==> src/rtl/cam_init_pkg.sv <==
// Shared definitions for the camera register-initialisation sequencer.
// Holds the FSM state encoding, the marker addresses and the table-entry field accessors.
// Entry layout: {reg_addr[15:0], reg_data[7:0]}.
package cam_init_pkg;

  localparam int ENTRY_W = 24;

  // Table entries whose reg_addr is one of these markers are not written to the sensor.
  localparam logic [15:0] DELAY_ADDR = 16'hFFFF;
  localparam logic [15:0] END_ADDR   = 16'hFFFE;

  typedef enum logic [3:0] {
    ST_IDLE     = 4'd0,
    ST_FETCH    = 4'd1,
    ST_LATCH    = 4'd2,
    ST_ISSUE    = 4'd3,
    ST_WAIT_ACK = 4'd4,
    ST_DELAY    = 4'd5,
    ST_NEXT     = 4'd6,
    ST_DONE     = 4'd7,
    ST_ERROR    = 4'd8
  } state_t;

  function automatic logic [15:0] entry_addr(input logic [ENTRY_W-1:0] e);
    return e[23:8];
  endfunction

  function automatic logic [7:0] entry_data(input logic [ENTRY_W-1:0] e);
    return e[7:0];
  endfunction

endpackage

==> src/rtl/cam_init_seq.sv <==
// Camera register-init sequencer: walks the table, one SCCB write per entry, with delays and retry.
// Ports: clk/reset; initial_en arm level; lut_index/lut_data table port; sccb_req/addr/wdata/ack/nack
// write handshake; busy, init_done, init_err status. All outputs registered.
module cam_init_seq
  import cam_init_pkg::*;
#(
  parameter logic [7:0]  LUT_SIZE     = 8'd200,
  parameter logic [1:0]  MAX_RETRY    = 2'd3,
  parameter logic [19:0] DELAY_CYCLES = 20'd24000
) (
  input  logic               clk,
  input  logic               reset,
  input  logic               initial_en,
  output logic [7:0]         lut_index,
  input  logic [ENTRY_W-1:0] lut_data,
  output logic               sccb_req,
  output logic [15:0]        sccb_addr,
  output logic [7:0]         sccb_wdata,
  input  logic               sccb_ack,
  input  logic               sccb_nack,
  output logic               busy,
  output logic               init_done,
  output logic               init_err
);

  state_t      state;
  logic [1:0]  retry;
  logic [19:0] cyc_cnt;
  logic [7:0]  unit_cnt;
  logic        abort;   // initial_en dropped while a bus write was in flight

  always_ff @(posedge clk or posedge reset) begin
    if (reset) begin
      state      <= ST_IDLE;
      lut_index  <= '0;
      sccb_req   <= 1'b0;
      sccb_addr  <= '0;
      sccb_wdata <= '0;
      busy       <= 1'b0;
      init_done  <= 1'b0;
      init_err   <= 1'b0;
      retry      <= '0;
      cyc_cnt    <= '0;
      unit_cnt   <= '0;
      abort      <= 1'b0;
    end else if (!initial_en &&
                 (state inside {ST_FETCH, ST_LATCH, ST_ISSUE, ST_DELAY, ST_NEXT})) begin
      // No bus transaction is open in these states, so the walk can be dropped at once.
      state <= ST_IDLE;
      busy  <= 1'b0;
    end else begin
      case (state)
        ST_IDLE: begin
          abort <= 1'b0;
          if (initial_en) begin
            state     <= ST_FETCH;
            lut_index <= '0;
            retry     <= '0;
            busy      <= 1'b1;
          end
        end

        // ROM is registered: lut_data for the current index is valid in LATCH.
        ST_FETCH: state <= ST_LATCH;

        ST_LATCH: begin
          if (entry_addr(lut_data) == END_ADDR) begin
            state     <= ST_DONE;
            busy      <= 1'b0;
            init_done <= 1'b1;
          end else if (entry_addr(lut_data) == DELAY_ADDR) begin
            unit_cnt <= entry_data(lut_data);
            cyc_cnt  <= '0;
            state    <= (entry_data(lut_data) == 8'd0) ? ST_NEXT : ST_DELAY;
          end else begin
            sccb_addr  <= entry_addr(lut_data);
            sccb_wdata <= entry_data(lut_data);
            state      <= ST_ISSUE;
          end
        end

        // Entered from LATCH or after a NACK; req is low here, which guarantees the idle
        // clk between consecutive requests.
        ST_ISSUE: begin
          sccb_req <= 1'b1;
          state    <= ST_WAIT_ACK;
        end

        ST_WAIT_ACK: begin
          if (sccb_nack) begin  // nack has priority over a simultaneous ack
            sccb_req <= 1'b0;
            if (abort || !initial_en) begin
              state <= ST_IDLE;
              busy  <= 1'b0;
            end else if (retry < MAX_RETRY) begin
              retry <= retry + 2'd1;
              state <= ST_ISSUE;
            end else begin
              state    <= ST_ERROR;
              busy     <= 1'b0;
              init_err <= 1'b1;
            end
          end else if (sccb_ack) begin
            sccb_req <= 1'b0;
            if (abort || !initial_en) begin
              state <= ST_IDLE;
              busy  <= 1'b0;
            end else begin
              state <= ST_NEXT;
            end
          end else if (!initial_en) begin
            abort <= 1'b1;
          end
        end

        // unit_cnt is non-zero on entry; each unit is DELAY_CYCLES clks.
        ST_DELAY: begin
          if (cyc_cnt == DELAY_CYCLES - 20'd1) begin
            cyc_cnt  <= '0;
            unit_cnt <= unit_cnt - 8'd1;
            if (unit_cnt == 8'd1) state <= ST_NEXT;
          end else begin
            cyc_cnt <= cyc_cnt + 20'd1;
          end
        end

        ST_NEXT: begin
          retry <= '0;
          if (lut_index == LUT_SIZE - 8'd1) begin
            state     <= ST_DONE;
            busy      <= 1'b0;
            init_done <= 1'b1;
          end else begin
            lut_index <= lut_index + 8'd1;
            state     <= ST_FETCH;
          end
        end

        ST_DONE: begin
          if (!initial_en) begin
            state     <= ST_IDLE;
            init_done <= 1'b0;
          end
        end

        ST_ERROR: begin
          if (!initial_en) begin
            state    <= ST_IDLE;
            init_err <= 1'b0;
          end
        end

        default: begin
          state <= ST_IDLE;
          busy  <= 1'b0;
        end
      endcase
    end
  end

endmodule
==> config.mk <==
export PLATFORM = sky130hd
export DESIGN_NAME = cam_init_seq
export DESIGN_NICKNAME = d
export VERILOG_FILES = /design/src/rtl/cam_init_pkg.sv /design/src/rtl/cam_init_seq.sv
export SDC_FILE = /design/constraint.sdc
export NUM_CORES = 1
export LEC_CHECK = 0
export BUFFER_PORTS_ARGS = -buffer_cell sky130_fd_sc_hd__clkbuf_2
export CORE_MARGIN = 10
export CORE_UTILIZATION = 35
export DETAILED_ROUTE_END_ITERATION = 7
export SETUP_SLACK_MARGIN = 0.1
export SLEW_MARGIN = 25
export SYNTH_ARGS = -nofsm -noshare
export SYNTH_HDL_FRONTEND = slang
export SYNTH_SLANG_ARGS = --single-unit
==> constraint.sdc <==
create_clock -name clk -period 6 [get_ports clk]
set_clock_uncertainty 0.2 [all_clocks]
set_input_delay 1.2 -clock clk [delete_from_list [all_inputs] [get_ports clk]]
set_output_delay 1.2 -clock clk [all_outputs]
set_load 0.05 [all_outputs]
==> flow_metrics.tcl <==
set metrics [dict create \
    synth-adder-area-share 0.0161 \
    p_sw_uw 943 \
    cap_violations 0 \
    post-route-period-util 0.548 \
    fillCellCount 1089 \
    p_int_uw 1130 \
    synth_top_flop_cell "dfrtp_1" \
    grt_max_degree 72 \
    cts_root_buffer "clkbuf_8" \
    synth_compound_area_frac 0.169 \
    ff_latch_area_mm2 0.00178 \
    fp.dieW_um 125 \
    syn_area_per_cell_um2 9.48 \
    pwr-share-clk 0.213 \
    power_leakage_uw 0.00189 \
    place_hpwl_um 7310 \
    fmax_mhz 304 \
    fin_nets 501 \
    syn-instance-count 410 \
    layout_commonest_cell "dfrtp_1" \
    cts_sinks 71 \
    antenna_found_initial 0 \
    top_layer "met4" \
    totalPowerFinal_uw 2070 \
    vias_per_cell 5.59 \
    first_global_vias 3467 \
    met1_length_um 4710 \
    rsz0062_at_grt "false" \
    port_buffers 64 \
    drt-pass1-iter-count 4 \
    wl_per_cell_um 16.2 \
    swShare 0.455 \
    synth_seq_area_share 0.457 \
    pwr-share-comb 0.422 \
    crit_slowest_cell "and2_1" \
    hold_buffers 0 \
    required_ns 6.03 \
    synth-seq-cells 71 \
    cp-end-kind "flip-flop" \
    multiInputGateArea_mm2 0.00198 \
    clkTransAtPathRegs_ns 0.08 \
    slew_violations 0 \
    synth_top_cells_by_area "dfrtp_1, mux2_2, nand2_1" \
    drc_errors 0 \
    async_flop_share 1.00 \
    wirelength_um 9940 \
    cts_inserted_buffers 9 \
    synth-xor-area-share 0.0113 \
    rows 38 \
    setup_viol 0 \
    cts_tree "done" \
    seqPwrFrac 0.366 \
    post_cts_resized 0 \
    cts_buffer_depth 2 \
    grt_util_all_layers 0.128 \
    worstSkewPairLatency_ns 0.35 \
    gp_congestion 0.817 \
    ys.warnings.count 0 \
    yosys.area.top_type "dfrtp_1" \
    slew_headroom 0.329 \
    drtIter0Drc 275 \
    synth_cell_types 57 \
    power.density_mw_per_mm2 456 \
    grt_remaining_overflow 0 \
    vdd_drop_max_mv 0.369 \
    outcome "finished, final reports clean" \
    die_area_mm2 0.0157 \
    synth_top_family_by_area "simple AND/OR/NAND/NOR gates" \
    muxShareOfSynthArea 0.0724 \
    cts_setup_buffers 0 \
    cp_max_fo 24 \
    synthSimpleGateAreaFrac 0.240 \
    syn-num-nets 444 \
    crit_type "input pin to flip-flop" \
    dr_wl_met3_um 725 \
    final.min_clock_period_ns 3.29 \
    antenna_left 0 \
    routed-wl-met2_um 4460 \
    chipHeight_um 125 \
    vias 3424 \
    synth_top_area_frac 0.457 \
    core_area_mm2 0.0108 \
    start_util 0.359 \
    diodes 0 \
    hold_viol_final 0 \
    drive_above_1_share 0.258 \
    area_growth_pct 17.0 \
    htreeDepth 3 \
    setup_tns_ns 0 \
    worstMarginPinSlew_ns 1.01 \
    critPathMaxStageDelay_ns 0.86 \
    crit_chain "clkbuf_2 > nand3b_1 > nor3_1 > and2_1 > mux2_2" \
    crit_path_start_kind "input pin" \
    hp-class "flip-flop to flip-flop" \
    pin_count 65 \
    synth_enable_flop_cells 0 \
    grt_pass1_wl_um 17400 \
    arrival_ns 3.32 \
    mostFrequentLayoutCells "dfrtp_1, clkbuf_2, nand2_1" \
    netlist_area_mm2 0.00389 \
]
[routing by layer]
| layer | global-route usage | up-vias |
|---|---|---|
| met5 | 0 | - |
| met4 | 0.0291 | 0 |
| met3 | 0.0503 | 6 |
| met2 | 0.193 | 98 |
| met1 | 0.170 | 1660 |
| li1 | - | 1660 |
[final timing paths]
kind / slack (ns) / to / start / cells after the start
max: 2.71 / sccb_addr[9] / initial_en / 5
min: 0.30 / retry[1] / retry[1] / 2
max reg2reg: 2.79 / unit_cnt[1] / state[0] / 5
min reg2reg: 0.30 / retry[1] / retry[1] / 2
max in group asynchronous: 4.12 / cyc_cnt[9] / reset / 3
min in group asynchronous: 0.90 / sccb_req / reset / 3
[cell families after synthesis]
| group | Yosys count |
|---|---|
| adder cells (fa/ha/maj) | 5 |
| flip-flops | 71 |
| AO/OA/AOI/OAI | 99 |
| buffers and inverters | 33 |
| multiplexers | 25 |
| AND/OR/NAND/NOR | 172 |
| XOR/XNOR | 5 |
[through the flow]
step           cell area [um2]  utilization  hold WS [ns]  instances  worst slack, ns
2_1_floorplan             3890            -         0.253        410             2.80
3_3_place_gp              4320        0.399         0.272        596             2.41
3_5_place_dp              4320        0.399         0.287        596             2.31
4_1_cts                   4550        0.419         0.305        612             2.71
5_1_grt                   4550        0.419         0.332        612             2.48
6_report                  4550        0.419         0.303        612             2.71
[cell usage after synthesis (11+ instances only)]
library cell and count:
a21oi_1 25, clkbuf_1 15, dfrtp_1 71, inv_1 12, mux2_2 25, nand2_1 47
nand3_1 16, nand4_1 11, nor2_1 26, nor3_1 11, o21ai_0 22, or4_1 12
[power by group through the flow]
stage	combinational, uW	clock, uW	sequential, uW
6_report	873	440	758
5_1_grt	951	480	787
4_1_cts	883	454	758
3_5_place_dp	882	0	764
3_3_place_gp	871	0	759
2_1_floorplan	394	0	1030
[flip-flops by register name, indices dropped and copies added (netlist names)]
signal,count
init_err,1
state,4
cyc_cnt,20
init_done,1
retry,2
unit_cnt,8
abort,1
sccb_wdata,8
sccb_addr,16
busy,1
lut_index,8
sccb_req,1
[area by class of cell]
type                    count  area share
clock buffers               9      0.0272
clock inverters             7      0.0226
inverters                  12     0.00991
multi-input cells         306       0.436
flip-flops and latches     71       0.391
well taps                 140      0.0385
repair buffers             67      0.0754
[worst max-delay path: cells and delay by family]
kind	cells	cell delay, ns
AND/OR/NAND/NOR	3	1.39
multiplexers	1	0.42
buffers and inverters	1	0.29
Power figures use the tool's default switching activity.
